[src/rtl/mult_pkg.sv]
// rtl/mult_pkg.sv - shared types and width helpers for the mult_acc slice
//
// Purpose: FSM state encoding, counter-width helper and default widths used by
//          mult_acc and mult_step.
// Ports:   none (package).

package mult_pkg;

  typedef enum logic [1:0] {
    IDLE = 2'd0,
    MUL  = 2'd1,
    ACC  = 2'd2
  } state_t;

  localparam int DEF_BW_MCAND = 8;
  localparam int DEF_BW_MLIER = 8;
  localparam int DEF_BW_PROD  = DEF_BW_MCAND + DEF_BW_MLIER;
  localparam int DEF_BW_ACC   = 20;

  // Bits needed to hold a down-counter that starts at n and stops at 0.
  function automatic int cnt_width(input int n);
    return $clog2(n + 1);
  endfunction

endpackage

[src/rtl/mult_step.sv]
// rtl/mult_step.sv - one combinational shift-add iteration of the multiplier
//
// Purpose: adds (or, on the final step of a signed multiplier, subtracts) the
//          multiplicand to the current partial high word. The caller shifts
//          {carry, sum_hi} right by one to form the next partial word.
// Ports:
//   hi               in  BW_MCAND+1  partial high word (signed when prod_is_signed)
//   mcand            in  BW_MCAND    captured multiplicand
//   mlier_bit        in  1           multiplier bit consumed this step
//   last_step        in  1           this is the final (MSB) multiplier bit
//   mcand_is_signed  in  1           mcand is two's complement
//   mlier_is_signed  in  1           mlier is two's complement
//   prod_is_signed   in  1           product is being formed in signed mode
//   sum_hi           out BW_MCAND+1  low bits of the step sum
//   carry            out 1           top bit of the step sum (sign in signed mode)

module mult_step #(
  parameter int BW_MCAND = 8
) (
  input  logic [BW_MCAND:0]   hi,
  input  logic [BW_MCAND-1:0] mcand,
  input  logic                mlier_bit,
  input  logic                last_step,
  input  logic                mcand_is_signed,
  input  logic                mlier_is_signed,
  input  logic                prod_is_signed,
  output logic [BW_MCAND:0]   sum_hi,
  output logic                carry
);

  // Two guard bits over the multiplicand: the partial word carries one extra
  // bit so an unsigned multiplicand still fits when the product is signed,
  // and the sum needs one more to stay exact.
  localparam int W = BW_MCAND + 2;

  logic [W-1:0] hi_ext;
  logic [W-1:0] mc_ext;
  logic [W-1:0] addend;
  logic         sub;
  logic [W-1:0] sum;

  always_comb begin
    hi_ext = {prod_is_signed & hi[BW_MCAND], hi};
    mc_ext = {{2{mcand_is_signed & mcand[BW_MCAND-1]}}, mcand};
    // The MSB of a two's-complement multiplier has negative weight.
    sub    = mlier_bit & last_step & mlier_is_signed;
    if (!mlier_bit) begin
      addend = '0;
    end else if (sub) begin
      addend = ~mc_ext;
    end else begin
      addend = mc_ext;
    end
    sum = hi_ext + addend + {{(W-1){1'b0}}, sub};
  end

  assign sum_hi = sum[BW_MCAND:0];
  assign carry  = sum[W-1];

endmodule

[src/rtl/mult_acc.sv]
// rtl/mult_acc.sv - sequential shift-add multiply-accumulate unit
//
// Purpose: captures operands on start, forms the product one multiplier bit
//          per cycle (LSB first), then optionally loads or adds it into a wide
//          accumulator with a sticky overflow flag. done pulses for one cycle
//          when prod/acc/ovf are final.
// Ports:
//   clk              in  1                  clock, rising edge
//   rstx             in  1                  asynchronous active-low reset
//   start            in  1                  request, accepted only while idle
//   mcand_is_signed  in  1                  mcand is two's complement
//   mlier_is_signed  in  1                  mlier is two's complement
//   acc_en           in  1                  accumulate result into acc
//   acc_clr          in  1                  with acc_en: load instead of add
//   mcand            in  BW_MCAND           multiplicand
//   mlier            in  BW_MLIER           multiplier
//   prod             out BW_MCAND+BW_MLIER  product
//   acc              out BW_ACC             accumulator
//   ovf              out 1                  sticky accumulator overflow
//   busy             out 1                  operation in progress
//   done             out 1                  one-cycle completion pulse

module mult_acc
  import mult_pkg::*;
#(
  parameter int BW_MCAND = DEF_BW_MCAND,
  parameter int BW_MLIER = DEF_BW_MLIER,
  parameter int BW_ACC   = DEF_BW_ACC,
  parameter int BW_CNT   = cnt_width(BW_MLIER)
) (
  input  logic                         clk,
  input  logic                         rstx,
  input  logic                         start,
  input  logic                         mcand_is_signed,
  input  logic                         mlier_is_signed,
  input  logic                         acc_en,
  input  logic                         acc_clr,
  input  logic [BW_MCAND-1:0]          mcand,
  input  logic [BW_MLIER-1:0]          mlier,
  output logic [BW_MCAND+BW_MLIER-1:0] prod,
  output logic [BW_ACC-1:0]            acc,
  output logic                         ovf,
  output logic                         busy,
  output logic                         done
);

  localparam int BW_PROD = BW_MCAND + BW_MLIER;
  localparam int BW_HI   = BW_MCAND + 1;

  state_t                state_q;
  state_t                state_d;
  logic [BW_CNT-1:0]     cnt_q;
  logic [BW_MCAND-1:0]   mcand_q;
  logic                  mcand_s_q;
  logic                  mlier_s_q;
  logic                  acc_en_q;
  logic                  acc_clr_q;
  logic [BW_HI-1:0]      hi_q;
  logic [BW_MLIER-1:0]   lo_q;
  logic [BW_ACC-1:0]     acc_q;
  logic                  ovf_q;
  logic                  done_q;

  logic                  prod_signed;
  logic                  last_step;
  logic [BW_HI-1:0]      step_sum;
  logic                  step_carry;
  logic [BW_PROD-1:0]    prod_w;
  logic [BW_ACC-1:0]     prod_ext;
  logic [BW_ACC:0]       acc_sum;
  logic                  add_ovf;

  assign prod_signed = mcand_s_q | mlier_s_q;
  assign last_step   = (cnt_q == BW_CNT'(1));

  // The low word starts as the multiplier and fills with product bits from
  // the top as multiplier bits are consumed from the bottom, so after the
  // last step {hi, lo} is the full product.
  assign prod_w = {hi_q[BW_MCAND-1:0], lo_q};

  mult_step #(
    .BW_MCAND(BW_MCAND)
  ) u_step (
    .hi              (hi_q),
    .mcand           (mcand_q),
    .mlier_bit       (lo_q[0]),
    .last_step       (last_step),
    .mcand_is_signed (mcand_s_q),
    .mlier_is_signed (mlier_s_q),
    .prod_is_signed  (prod_signed),
    .sum_hi          (step_sum),
    .carry           (step_carry)
  );

  always_comb begin
    prod_ext                = {BW_ACC{prod_signed & prod_w[BW_PROD-1]}};
    prod_ext[BW_PROD-1:0]   = prod_w;
    acc_sum                 = {1'b0, acc_q} + {1'b0, prod_ext};
    if (prod_signed) begin
      add_ovf = (acc_q[BW_ACC-1] == prod_ext[BW_ACC-1]) &&
                (acc_sum[BW_ACC-1] != acc_q[BW_ACC-1]);
    end else begin
      add_ovf = acc_sum[BW_ACC];
    end
  end

  always_comb begin
    state_d = state_q;
    case (state_q)
      IDLE:    if (start) state_d = MUL;
      MUL:     if (last_step) state_d = ACC;
      ACC:     state_d = IDLE;
      default: state_d = IDLE;
    endcase
  end

  always_ff @(posedge clk or negedge rstx) begin
    if (!rstx) begin
      state_q   <= IDLE;
      cnt_q     <= '0;
      mcand_q   <= '0;
      mcand_s_q <= 1'b0;
      mlier_s_q <= 1'b0;
      acc_en_q  <= 1'b0;
      acc_clr_q <= 1'b0;
      hi_q      <= '0;
      lo_q      <= '0;
      acc_q     <= '0;
      ovf_q     <= 1'b0;
      done_q    <= 1'b0;
    end else begin
      state_q <= state_d;
      done_q  <= (state_q == ACC);
      case (state_q)
        IDLE: begin
          if (start) begin
            mcand_q   <= mcand;
            mcand_s_q <= mcand_is_signed;
            mlier_s_q <= mlier_is_signed;
            acc_en_q  <= acc_en;
            acc_clr_q <= acc_clr;
            hi_q      <= '0;
            lo_q      <= mlier;
            cnt_q     <= BW_CNT'(BW_MLIER);
          end
        end
        MUL: begin
          hi_q  <= {step_carry, step_sum[BW_HI-1:1]};
          lo_q  <= {step_sum[0], lo_q[BW_MLIER-1:1]};
          cnt_q <= cnt_q - 1'b1;
        end
        ACC: begin
          if (acc_en_q) begin
            if (acc_clr_q) begin
              acc_q <= prod_ext;
              ovf_q <= 1'b0;
            end else begin
              acc_q <= acc_sum[BW_ACC-1:0];
              ovf_q <= ovf_q | add_ovf;
            end
          end
        end
        default: ;
      endcase
    end
  end

  assign prod = prod_w;
  assign acc  = acc_q;
  assign ovf  = ovf_q;
  assign busy = (state_q != IDLE);
  assign done = done_q;

endmodule

[config.mk]
export PLATFORM = sky130hd
export DESIGN_NAME = mult_acc
export DESIGN_NICKNAME = d
export VERILOG_FILES = /design/src/rtl/mult_pkg.sv /design/src/rtl/mult_step.sv /design/src/rtl/mult_acc.sv
export SDC_FILE = /design/constraint.sdc
export NUM_CORES = 1
export LEC_CHECK = 0
export CORE_MARGIN = 3
export CORE_UTILIZATION = 40
export CTS_CLUSTER_SIZE = 14
export DETAILED_ROUTE_END_ITERATION = 12
export PLACE_DENSITY_LB_ADDON = 0.25
export SYNTH_ARGS = -nofsm -noshare
export SYNTH_HDL_FRONTEND = slang
export SYNTH_SLANG_ARGS = --single-unit
[constraint.sdc]
create_clock -name clk -period 5.3 [get_ports clk]
set_input_delay 0.53 -clock clk [delete_from_list [all_inputs] [get_ports clk]]
set_output_delay 0.53 -clock clk [all_outputs]
set_load 0.05 [all_outputs]
==> Yosys cells after proc, flatten, opt, wreduce, memory -nomap -nowiden <==
Cells that the tools add are included.
{ "word_totals": {"regBits": 57, "elab_cells": 53, "out_inout_bits": 39} }
{ "classes": {"n_mux": 14, "n_eq_ne": 7, "n_bitwise": 8, "n_addsub": 4, "reduce_logical": 8} }
{ "op_table": {"columns": ["cell", "n"], "rows": [
  ["$add A20 B20 Y21", 1],
  ["$mux W10", 2],
  ["$mux W20", 1],
  ["$pmux W9 S2", 1],
  ["$pmux W8 S2", 1],
  ["$add A10 B1 Y10", 1],
  ["$add A10 B10 Y10", 1],
  ["$not A10 Y10", 1],
  ["$mux W9", 1],
  ["$mux W8", 1],
  ["$pmux W4 S2", 1],
  ["$reduce_and A2 Y1", 4],
  ["$and A1 B1 Y1", 5],
  ["$eq A4 B1 Y1 const B", 1],
  ["$mux W2", 2],
  ["$mux W4", 1],
  ["$pmux W2 S2", 1],
  ["$reduce_bool A2 Y1", 2],
  ["$sub A4 B1 Y4 const B", 1],
  ["$eq A2 B1 Y1 const B", 1],
  ["$eq A2 B2 Y1 const B", 1],
  ["$logic_not A2 Y1", 1],
  ["$mux W1", 2],
  ["$ne A2 B1 Y1 const B", 1],
  ["5 further kinds", 6]
]} }

==> Longest topological paths before layout <==
Gate-level depths: netlist of run 1.
{ "depth": {"ltp_word": 8, "depth_mapped": 17, "mapped_depth_nobuf": 16} }

==> Cells and area by module <==
Synthesis of run 1 repeated with hierarchy kept, for this count alone.
{ "hier_totals": {"hier_cells": 460, "hier_area_um2": 4088.9} }
{ "by_module_without_submodules": {"columns": ["module", "seq_area_each_um2", "n_inst", "cells_each", "area_each_um2"], "rows": [
  ["mult_acc", 1426.4, 1, 378, 3499.6],
  ["mult_step", 0.0, 1, 82, 589.3]
]} }

==> Worst setup path after synthesis of run 1 <==
OpenSTA, ideal clock, no wires.
{ "synth_path": {"kind": "register to register", "startpoint": "register cnt_q[1]", "endpoint": "register hi_q[7]", "required_ps": 5165, "arrival_ps": 3363, "n_path_buf": 1, "slack_ps": 1802, "stages_incl_launch_ff": 18, "cell_sequence": "dfrtp_1 > inv_1 > ha_1 > nor3b_1 > nand3_1 > and2_1 > clkbuf_1 > nand2_1 > o21ai_0 > fa_1 > fa_1 > a21o_1 > a21oi_1 > o21bai_1 > a211o_1 > a31oi_1 > xor2_1 > o21ai_0"} }
{ "synth_via": {"elab_chain_len": 8} }
{ "synth_lines": {"columns": ["element", "line_no", "source"], "rows": [
  ["from (decl)", "mult_acc.sv:52", "logic [BW_CNT-1:0] cnt_q;"],
  ["from (signal assigned)", "mult_acc.sv:144", "cnt_q <= BW_CNT'(BW_MLIER);"],
  ["from (signal assigned)", "mult_acc.sv:150", "cnt_q <= cnt_q - 1'b1;"],
  ["$eq A4 B1 Y1 *", "mult_acc.sv:74", "assign last_step = (cnt_q == BW_CNT'(1));"],
  ["$and A1 B1 Y1 * (2 in a row)", "mult_step.sv:46", "sub = mlier_bit & last_step & mlier_is_signed;"],
  ["$mux W10", "mult_step.sv:49", "end else if (sub) begin"],
  ["$mux W10", "mult_step.sv:47", "if (!mlier_bit) begin"],
  ["$add A10 B10 Y10", "mult_step.sv:54", "sum = hi_ext + addend + {{(W-1){1'b0}}, sub};"],
  ["$add A10 B1 Y10 *", "mult_step.sv:54", null],
  ["$pmux W9 S2 *", "mult_acc.sv:134", "case (state_q)"],
  ["to (signal assigned)", "mult_acc.sv:148", "hi_q <= {step_carry, step_sum[BW_HI-1:1]};"],
  ["to (decl)", "mult_acc.sv:58", "logic [BW_HI-1:0] hi_q;"]
]} }
Every way passes the cells marked *; elsewhere a longest branch is shown, timed or not.
A chain may end at the register's enable or synchronous reset.

==> Final worst setup path of run 1 <==
Ends and elaborated chain as after synthesis.

==> flow_metrics.tcl, run 1 <==
set metrics [dict create \
    outcome "finished clean" \
    cp_data_required_time_ns 5.49 \
    drc 0 \
    die_y_microns 104.1 \
    vias_per_cell 5.392 \
    vdd_drop_max_mv 0.2523 \
    syn_avg_cell_area_sq_um 8.850 \
    antenna_found_initial 0 \
    setup_ws_ns 1.256 \
    maxSlewHeadroom 0.2926 \
    cts_tree "yes" \
    fin_crit_ns 4.044 \
    clock_sinks 57 \
    synth-main-ff-cell "dfrtp_1" \
    synth_cells 435 \
    post-cts-setup-buffers 0 \
    drive_above_1_share 0.07172 \
    pre_cts_slack_ns 1.343 \
    reg2reg_depth 16 \
    maxSlewViolCount 0 \
    num_antenna_cells 0 \
    post-route-period-util 0.7631 \
    htree_levels 3 \
    yosysSeqAreaShare 0.3705 \
    die_area_sq_mm 0.01084 \
    leakage_uw 0.002138 \
    finalNetCount 539 \
    hold_buffers 0 \
    setup_violations 0 \
    tightestPinTransition_ns 1.060 \
    clk_latency_ns 0.34 \
    power_density_mw_per_mm2 707.9 \
    fin_skew_ns 0.01181 \
    place_congestion 0.9040 \
    gr-total-overflow 0 \
    cts_root_buffer "clkbuf_8" \
    ys_warn_count 0 \
    ys_seq_elements 57 \
    syn2layout_area_growth_pct 21.94 \
    row_count 35 \
    grt_pass1_wl_microns 15880 \
    syn_area_sq_mm 0.003850 \
    vias 3327 \
    totalWireLength_microns 9352 \
    clkSlewWorstSetupHoldPaths_ns 0.08 \
    final_cell_mix "nand2_1 (65), clkdlybuf4s50_1 (60), dfrtp_1 (57)" \
    port_buffers 61 \
    synth_nets 491 \
    end_kind "flip-flop" \
    final_common_cell "nand2_1" \
    hold_class "in -> async" \
    grt_start_max_net_pins 58 \
    synthDistinctLibCells 54 \
    ant_nets 0 \
    cp_max_fo 11 \
    drtIter0Drc 170 \
    ctsResizeCount 0 \
    fp.dieW_microns 104.1 \
    startpoint_type "flip-flop" \
    hold_viol 0 \
    grt_pass1_vias 3086 \
    initial_core_util 0.4147 \
    setup-tns-final_ns 0 \
    io_pins 62 \
    track_usage 0.1794 \
    hpwl_microns 6891 \
    post-place-cells 601 \
    drt_pass1_iterations 5 \
    arrival_ns 4.24 \
    rsz0062_at_grt "false" \
    wl_per_cell_microns 15.16 \
    max_freq_mhz 247.3 \
    totalPowerFinal_uw 3323 \
    synth-async-reset-ratio 1.000 \
    worstSetupPathType "reg -> reg" \
    core_area_sq_mm 0.009284 \
    place_area_sq_mm 0.004506 \
    final_area_sq_mm 0.004695 \
    cts_buffers 9 \
    nFillCells 905 \
    synth_edf_count 0 \
    stdcell_count 617 \
    maxCapViolations 0 \
    clockBufferDepth 2 \
]
## cell usage after synthesis (2+ instances only)
library cell	instances	area, sq um
buf_4	9	67.56
a221o_1	2	20.02
o22ai_1	6	37.54
fa_1	3	60.06
inv_1	10	37.54
o21ai_0	45	225.2
mux2_2	11	123.9
xnor2_1	7	61.31
mux2i_1	5	50.05
a21o_1	9	67.56
a21oi_1	28	140.1
nand2_1	65	244.0
nand2b_1	2	12.51
xor2_1	11	96.34
and2_1	4	25.02
o31a_1	2	17.52
o21bai_1	3	22.52
ha_1	30	375.4
or3b_1	2	17.52
nor3_1	14	70.07
clkbuf_1	16	60.06
nor2b_1	5	31.28
o211ai_1	2	15.01
dfrtp_1	57	1426
a31oi_1	9	56.30
nand4_1	2	12.51
or2_2	2	12.51
o21a_1	6	45.04
nand3_1	5	25.02
nor2_1	26	97.59
a211oi_1	8	60.06
a22oi_1	7	52.55
## sequential cells by signal (all words and copies together) (netlist names), 2 cells and up
name and flops:
acc 20, hi_q 9, lo_q 8, mcand_q 8
cnt_q 4, state_q 2
## cell type report
cell class	count	area (sq um)	area share
multi-input combinational	340	2248	0.4789
clock buffer	13	148.9	0.03172
sequential	57	1426	0.3038
clock inverter	3	40.04	0.008529
tap	129	161.4	0.03438
timing repair buffer	64	628.1	0.1338
inverter	11	41.29	0.008795
## stage by stage
stage,util,hold WS [ns]
2_1_floorplan,-,0.2344
3_3_place_gp,0.4853,0.4766
3_5_place_dp,0.4853,0.4906
4_1_cts,0.5057,0.3481
5_1_grt,0.5057,0.3945
6_report,0.5057,0.3090
## per-layer routing
metal  vias to the layer above  GRT usage  wire, microns
met5                         -          0              0
met4                         0    0.07123            160
met3                        15    0.02793            378
met2                        83     0.2892           4537
met1                      1571     0.2422           4276
li1                       1658          -              -
## power by group
group / total [uW] / switching (uW) / internal [uW] / leakage (uW)
sequential: 886 / 257 / 629 / 0.000720
clock: 410 / 181 / 229 / 0.0000974
combinational: 2030 / 1220 / 807 / 0.00132
total: 3320 / 1660 / 1670 / 0.00214
## worst paths after layout
check / startpoint / to / slack [ns]
min in group clk: cnt_q[3] / cnt_q[3] / 0.50
hold reg to reg: cnt_q[3] / cnt_q[3] / 0.50
hold / removal: rstx / acc[17] / 0.31
max in group asynchronous: rstx / mcand_q[5] / 4.47
setup reg to reg: cnt_q[1] / hi_q[7] / 1.26
setup / recovery: cnt_q[1] / hi_q[7] / 1.26
## worst max-delay path, stage by stage (launching register included)
cell,delay (ns)
dfrtp_1,0.40
inv_1,0.08
ha_1,0.13
nor3b_1,0.32
nand3_1,0.30
and2_1,0.35
nand2_1,0.09
o21ai_0,0.10
fa_1,0.44
fa_1,0.43
a21o_1,0.21
a21oi_1,0.21
o21bai_1,0.12
a211o_1,0.30
a31oi_1,0.19
xor2_1,0.15
o21ai_0,0.08
## cell families after synthesis
logic type	after synthesis	share of synthesized area
AOI/OAI and AO/OA	138	0.2249
xor gates and xnor gates	18	0.04095
adders and majority gates	33	0.1131
buffers and inverters	38	0.04615
DFF	57	0.3705
muxes	16	0.04517
and+or+nand+nor	135	0.1592
(Power assumes the default switching activity.)
==> run 2, diff against run 1 <==
==> constraint.sdc (replaced) <==
create_clock -name clk -period 4.02 [get_ports clk]
set_input_delay 0.402 -clock clk [delete_from_list [all_inputs] [get_ports clk]]
set_output_delay 0.402 -clock clk [all_outputs]
set_load 0.05 [all_outputs]
==> run 2 against run 1 <==
  * The flow now finishes with violations (negative hold slack)
  * Global-route usage decreased by 0.18 points
  * Clock-buffer cell count unchanged
  * Die area stayed put
  * Flip-flop and latch count is the same
  * First-iteration DRC count down 36%
  * Cell count fell by 0.16%
  * Combinational power grew 32%
  * Core utilization stayed put
  * Worst hold slack lost 0.32 ns
  * Clock skew is 0.0013 ns lower
  * Register-to-register slack got worse by 0.91 ns
  * Via count increased by 0.18%
==> flow_metrics.tcl, run 2 (synthesis results as in run 1) <==
set metrics [dict create \
    outcome "finished with violations" \
    violations "negative hold slack" \
    wl_per_cell_microns 15.21 \
    num_antenna_cells 0 \
    arrival_ns 3.86 \
    ctsResizeCount 0 \
    final_cell_mix "nand2_1 (65), clkdlybuf4s50_1 (60), dfrtp_1 (57)" \
    die_area_sq_mm 0.01084 \
    place_congestion 0.9261 \
    row_count 35 \
    initial_core_util 0.4147 \
    hold_class "in -> async" \
    drtIter0Drc 108 \
    cp_max_fo 9 \
    hold_buffers 0 \
    maxCapViolations 0 \
    nFillCells 885 \
    clock_sinks 57 \
    finalNetCount 541 \
    max_freq_mhz 272.3 \
    drt_pass1_iterations 4 \
    ant_nets 0 \
    grt_pass1_wl_microns 15690 \
    power_density_mw_per_mm2 922.7 \
    vias 3333 \
    hold_viol 5 \
    die_y_microns 104.1 \
    worstSetupPathType "reg -> reg" \
    post-cts-setup-buffers 0 \
    grt_pass1_vias 3160 \
    end_kind "flip-flop" \
    startpoint_type "flip-flop" \
    maxSlewViolCount 0 \
    setup_ws_ns 0.3477 \
    drc 0 \
    gr-total-overflow 0 \
    track_usage 0.1776 \
    maxSlewHeadroom 0.3096 \
    clk_latency_ns 0.34 \
    htree_levels 3 \
    cts_root_buffer "clkbuf_8" \
    drive_above_1_share 0.07598 \
    antenna_found_initial 0 \
    syn2layout_area_growth_pct 21.94 \
    final_common_cell "nand2_1" \
    leakage_uw 0.002139 \
    stdcell_count 616 \
    clkSlewWorstSetupHoldPaths_ns 0.07 \
    hpwl_microns 7092 \
    grt_start_max_net_pins 40 \
    core_area_sq_mm 0.009284 \
    totalWireLength_microns 9370 \
    rsz0062_at_grt "false" \
    clockBufferDepth 2 \
    fin_crit_ns 3.672 \
    vias_per_cell 5.411 \
    setup_violations 0 \
    timing.hold.ws_ns -0.007816 \
    largest_reg_flops 20 \
    vdd_drop_max_mv 0.3249 \
    io_pins 62 \
    port_buffers 61 \
    post-route-period-util 0.9135 \
    pre_cts_slack_ns 0.2339 \
    setup-tns-final_ns 0 \
    cts_tree "yes" \
    fp.dieW_microns 104.1 \
    fin_skew_ns 0.01050 \
    cts_buffers 9 \
    tightestPinTransition_ns 1.036 \
    post-place-cells 603 \
    cp_data_required_time_ns 4.21 \
]
==> run 2: cell types whose count changed in the layout (fill, tap and decap cells not counted) <==
cell / delta
buf_4: +2
bufinv_16: -1
clkbuf_1: -2
clkbuf_8: +2
clkinv_2: -2
nor3b_1: -1
nor3b_2: +1
==> run 2: metal layers <==
layer  global-route usage  wire length [microns]
met3              0.03538                    407
met2               0.2981                   4616
met4              0.06078                    169
met5                    0                      0
met1               0.2287                   4177
==> run 2: report_power, final <==
group | total (uW) | internal (uW) | switching, uW
Sequential | 1170 | 830 | 336
Clock | 488 | 264 | 224
Combinational | 2680 | 1070 | 1610
Total | 4330 | 2160 | 2170
==> run 2: final timing paths <==
kind / cells after the start / startpoint / endpoint / slack, ns
max: 16 / cnt_q[1] / hi_q[7] / 0.35
min: 1 / rstx / acc[17] / -0.008
max reg2reg: 16 / cnt_q[1] / hi_q[7] / 0.35
min reg2reg: 2 / acc[3] / acc[3] / 0.52
max in group asynchronous: 2 / rstx / acc_en_q / 3.17
min in group clk: 2 / acc[3] / acc[3] / 0.52
==> run 2: cell type report <==
cell class              instances  area, sq um  share of cell area
clock buffers                  13        168.9             0.03598
inverters                      11        41.29            0.008795
multi-input cells             340         2253              0.4800
flip-flops and latches         57         1426              0.3038
well taps                     129        161.4             0.03438
repair buffers                 66        643.1              0.1370
==> run 2: worst max-delay path, stage by stage (launching register included) <==
cell and delay (ns):
dfrtp_1 0.40, inv_1 0.09, ha_1 0.13, nor3b_2 0.21, nand3_1 0.12, and2_1 0.26, nand2_1 0.09, o21ai_0 0.12
fa_1 0.44, fa_1 0.43, a21o_1 0.20, a21oi_1 0.22, o21bai_1 0.12, a211o_1 0.30, a31oi_1 0.19, xor2_1 0.15
o21ai_0 0.08
==> run 2: through the flow <==
step           power, uW  cell area, sq um    util
2_1_floorplan       3159              3850       -
5_1_grt             4696              4695  0.5057
6_report            4331              4695  0.5057
3_3_place_gp        3789              4521  0.4869
4_1_cts             4357              4690  0.5051
3_5_place_dp        3856              4521  0.4869
==> run 3, diff against run 2 <==
--- a/config.mk
+++ b/config.mk
@@ -7,9 +7,11 @@
 export LEC_CHECK = 0
 export CORE_MARGIN = 3
 export CORE_UTILIZATION = 40
+export CTS_BUF_LIST = sky130_fd_sc_hd__clkbuf_4
 export CTS_CLUSTER_SIZE = 14
 export DETAILED_ROUTE_END_ITERATION = 12
 export PLACE_DENSITY_LB_ADDON = 0.25
+export REMOVE_ABC_BUFFERS = 1
 export SYNTH_ARGS = -nofsm -noshare
 export SYNTH_HDL_FRONTEND = slang
 export SYNTH_SLANG_ARGS = --single-unit
==> run 3 against run 2 <==
  * Non-clock buffer count is the same
  * Critical endpoint unchanged
  * Total power rose by 1.7%
  * Final area up 0.27%
  * Critical path type unchanged
  * The run now ends clean
  * Routed wire length rose by 0.96%
  * Highest routed layer unchanged
  * Cell count is 0.49% higher
==> flow_metrics.tcl, run 3 (synthesis results as in run 1) <==
set metrics [dict create \
    largest_reg_flops 20 \
    end_kind "flip-flop" \
    die_area_sq_mm 0.01084 \
    fp.dieW_microns 104.1 \
    ant_nets 0 \
    nFillCells 895 \
    drtIter0Drc 127 \
    leakage_uw 0.002144 \
    post-cts-setup-buffers 0 \
    die_y_microns 104.1 \
    crit_slowest_cell "fa_1" \
    post-route-period-util 0.9390 \
    clk_latency_ns 0.40 \
    vdd_drop_max_mv 0.3724 \
    power.internal_uw 2214 \
    timing.hold.ws_ns 0.1189 \
    clkPwrFrac 0.126 \
    grt_pass1_vias 3253 \
    io_pins 62 \
    grt_start_max_net_pins 58 \
    ff_latch_area_sq_mm 0.001426 \
    power_density_mw_per_mm2 935.7 \
    drt_pass1_iterations 4 \
    clock_sinks 57 \
    cts_buffers 9 \
    cts_tree "yes" \
    swShare 0.4974 \
    cts_root_buffer "clkbuf_4" \
    wl_per_cell_microns 15.28 \
    clkSlewWorstSetupHoldPaths_ns 0.11 \
    core_area_sq_mm 0.009284 \
    p_switching_uw 2190 \
    use_met1 0.2267 \
    hpwl_microns 6856 \
    clockBufferDepth 2 \
    vias_per_cell 5.328 \
    antenna_found_initial 0 \
    port_buffers 61 \
    maxSlewViolCount 0 \
    place_congestion 0.8695 \
    final_cell_mix "nand2_1 (65), clkdlybuf4s50_1 (60), dfrtp_1 (57)" \
    cp_max_fo 9 \
    arrival_ns 4.04 \
    maxCapViolations 0 \
    initial_core_util 0.4147 \
    syn2layout_area_growth_pct 22.26 \
    gr-usage-met2 0.2990 \
    maxSlewHeadroom 0.3336 \
    drc 0 \
    top_usage_layer "met2" \
    track_usage 0.1780 \
    grt_pass1_wl_microns 15740 \
    hold_class "in -> async" \
    num_antenna_cells 0 \
    drive_above_1_share 0.08163 \
    max_freq_mhz 264.9 \
    gr-total-overflow 0 \
    htree_levels 3 \
    tightestPinTransition_ns 0.9996 \
    combinationalPowerShare 0.609 \
    path_buf_inv 1 \
    worstSetupPathType "reg -> reg" \
    row_count 35 \
    sequentialPowerShare 0.264 \
    cp_slowest_stage_delay_ns 0.42 \
    outcome "finished clean" \
    final_common_cell "nand2_1" \
    setup-tns-final_ns 0 \
    multi_input_area_sq_mm 0.002253 \
    fin_skew_ns 0.01326 \
    cp_top_family "compound AO/OA/AOI/OAI gates" \
    hold_buffers 0 \
    totalWireLength_microns 9460 \
    grt_use_met3 0.03290 \
    setup_violations 0 \
    startpoint_type "flip-flop" \
    fin_crit_ns 3.775 \
    cp_data_required_time_ns 4.28 \
    crit_chain "inv_1 -> ha_1 -> nor3b_2 -> nand3_1 -> and2_1 -> nand2_1 -> o21ai_0 -> fa_1 -> fa_1 -> a21o_1 -> a21oi_1 -> o21bai_1 -> a211o_1 -> a31oi_1 -> xor2_1 -> o21ai_0" \
    vias 3298 \
    ctsResizeCount 0 \
    finalNetCount 541 \
    hold_viol 0 \
]
[run 3: path summary, 6_finish.rpt]
| kind | from | end | slack, ns | cells after the start |
|---|---|---|---|---|
| setup / recovery | cnt_q[1] | hi_q[7] | 0.25 | 16 |
| hold / removal | rstx | acc[18] | 0.12 | 2 |
| setup reg to reg | cnt_q[1] | hi_q[7] | 0.25 | 16 |
| hold reg to reg | state_q[0] | done | 0.50 | 1 |
| max in group asynchronous | rstx | lo_q[0] | 3.41 | 2 |
| min in group clk | state_q[0] | done | 0.50 | 1 |
[run 3: final cells by class]
class	instances	share of cell area
clock buffers	10	0.01595
clock inverters	6	0.02259
inverters	11	0.008772
multi-input cells	340	0.4787
flip-flops and latches	57	0.3030
well taps	129	0.03429
repair buffers	66	0.1366
[run 3: power by group through the flow]
stage	clock network, uW	registers [uW]	logic [uW]
6_report	555	1160	2680
3_3_place_gp	0	1160	2620
2_1_floorplan	0	1610	1460
4_1_cts	565	1160	2690
5_1_grt	594	1210	2960
3_5_place_dp	0	1180	2680
[run 3: metal layers]
| metal | part of all wire | wire, microns | vias to the layer above |
|---|---|---|---|
| met5 | 0 | 0 | - |
| met4 | 0.024 | 225 | 0 |
| met3 | 0.027 | 254 | 24 |
| met2 | 0.49 | 4643 | 58 |
| met1 | 0.46 | 4337 | 1546 |
| li1 | - | - | 1670 |
[run 3: stage by stage]
step	worst slack [ns]	area [sq um]	util	total power, uW	cells
2_1_floorplan	0.3968	3714	-	3066	408
3_3_place_gp	0.3489	4521	0.4869	3787	603
3_5_place_dp	0.2367	4521	0.4869	3851	603
4_1_cts	0.2043	4702	0.5065	4421	619
5_1_grt	-0.04877	4707	0.5070	4771	619
6_report	0.2453	4707	0.5070	4404	619
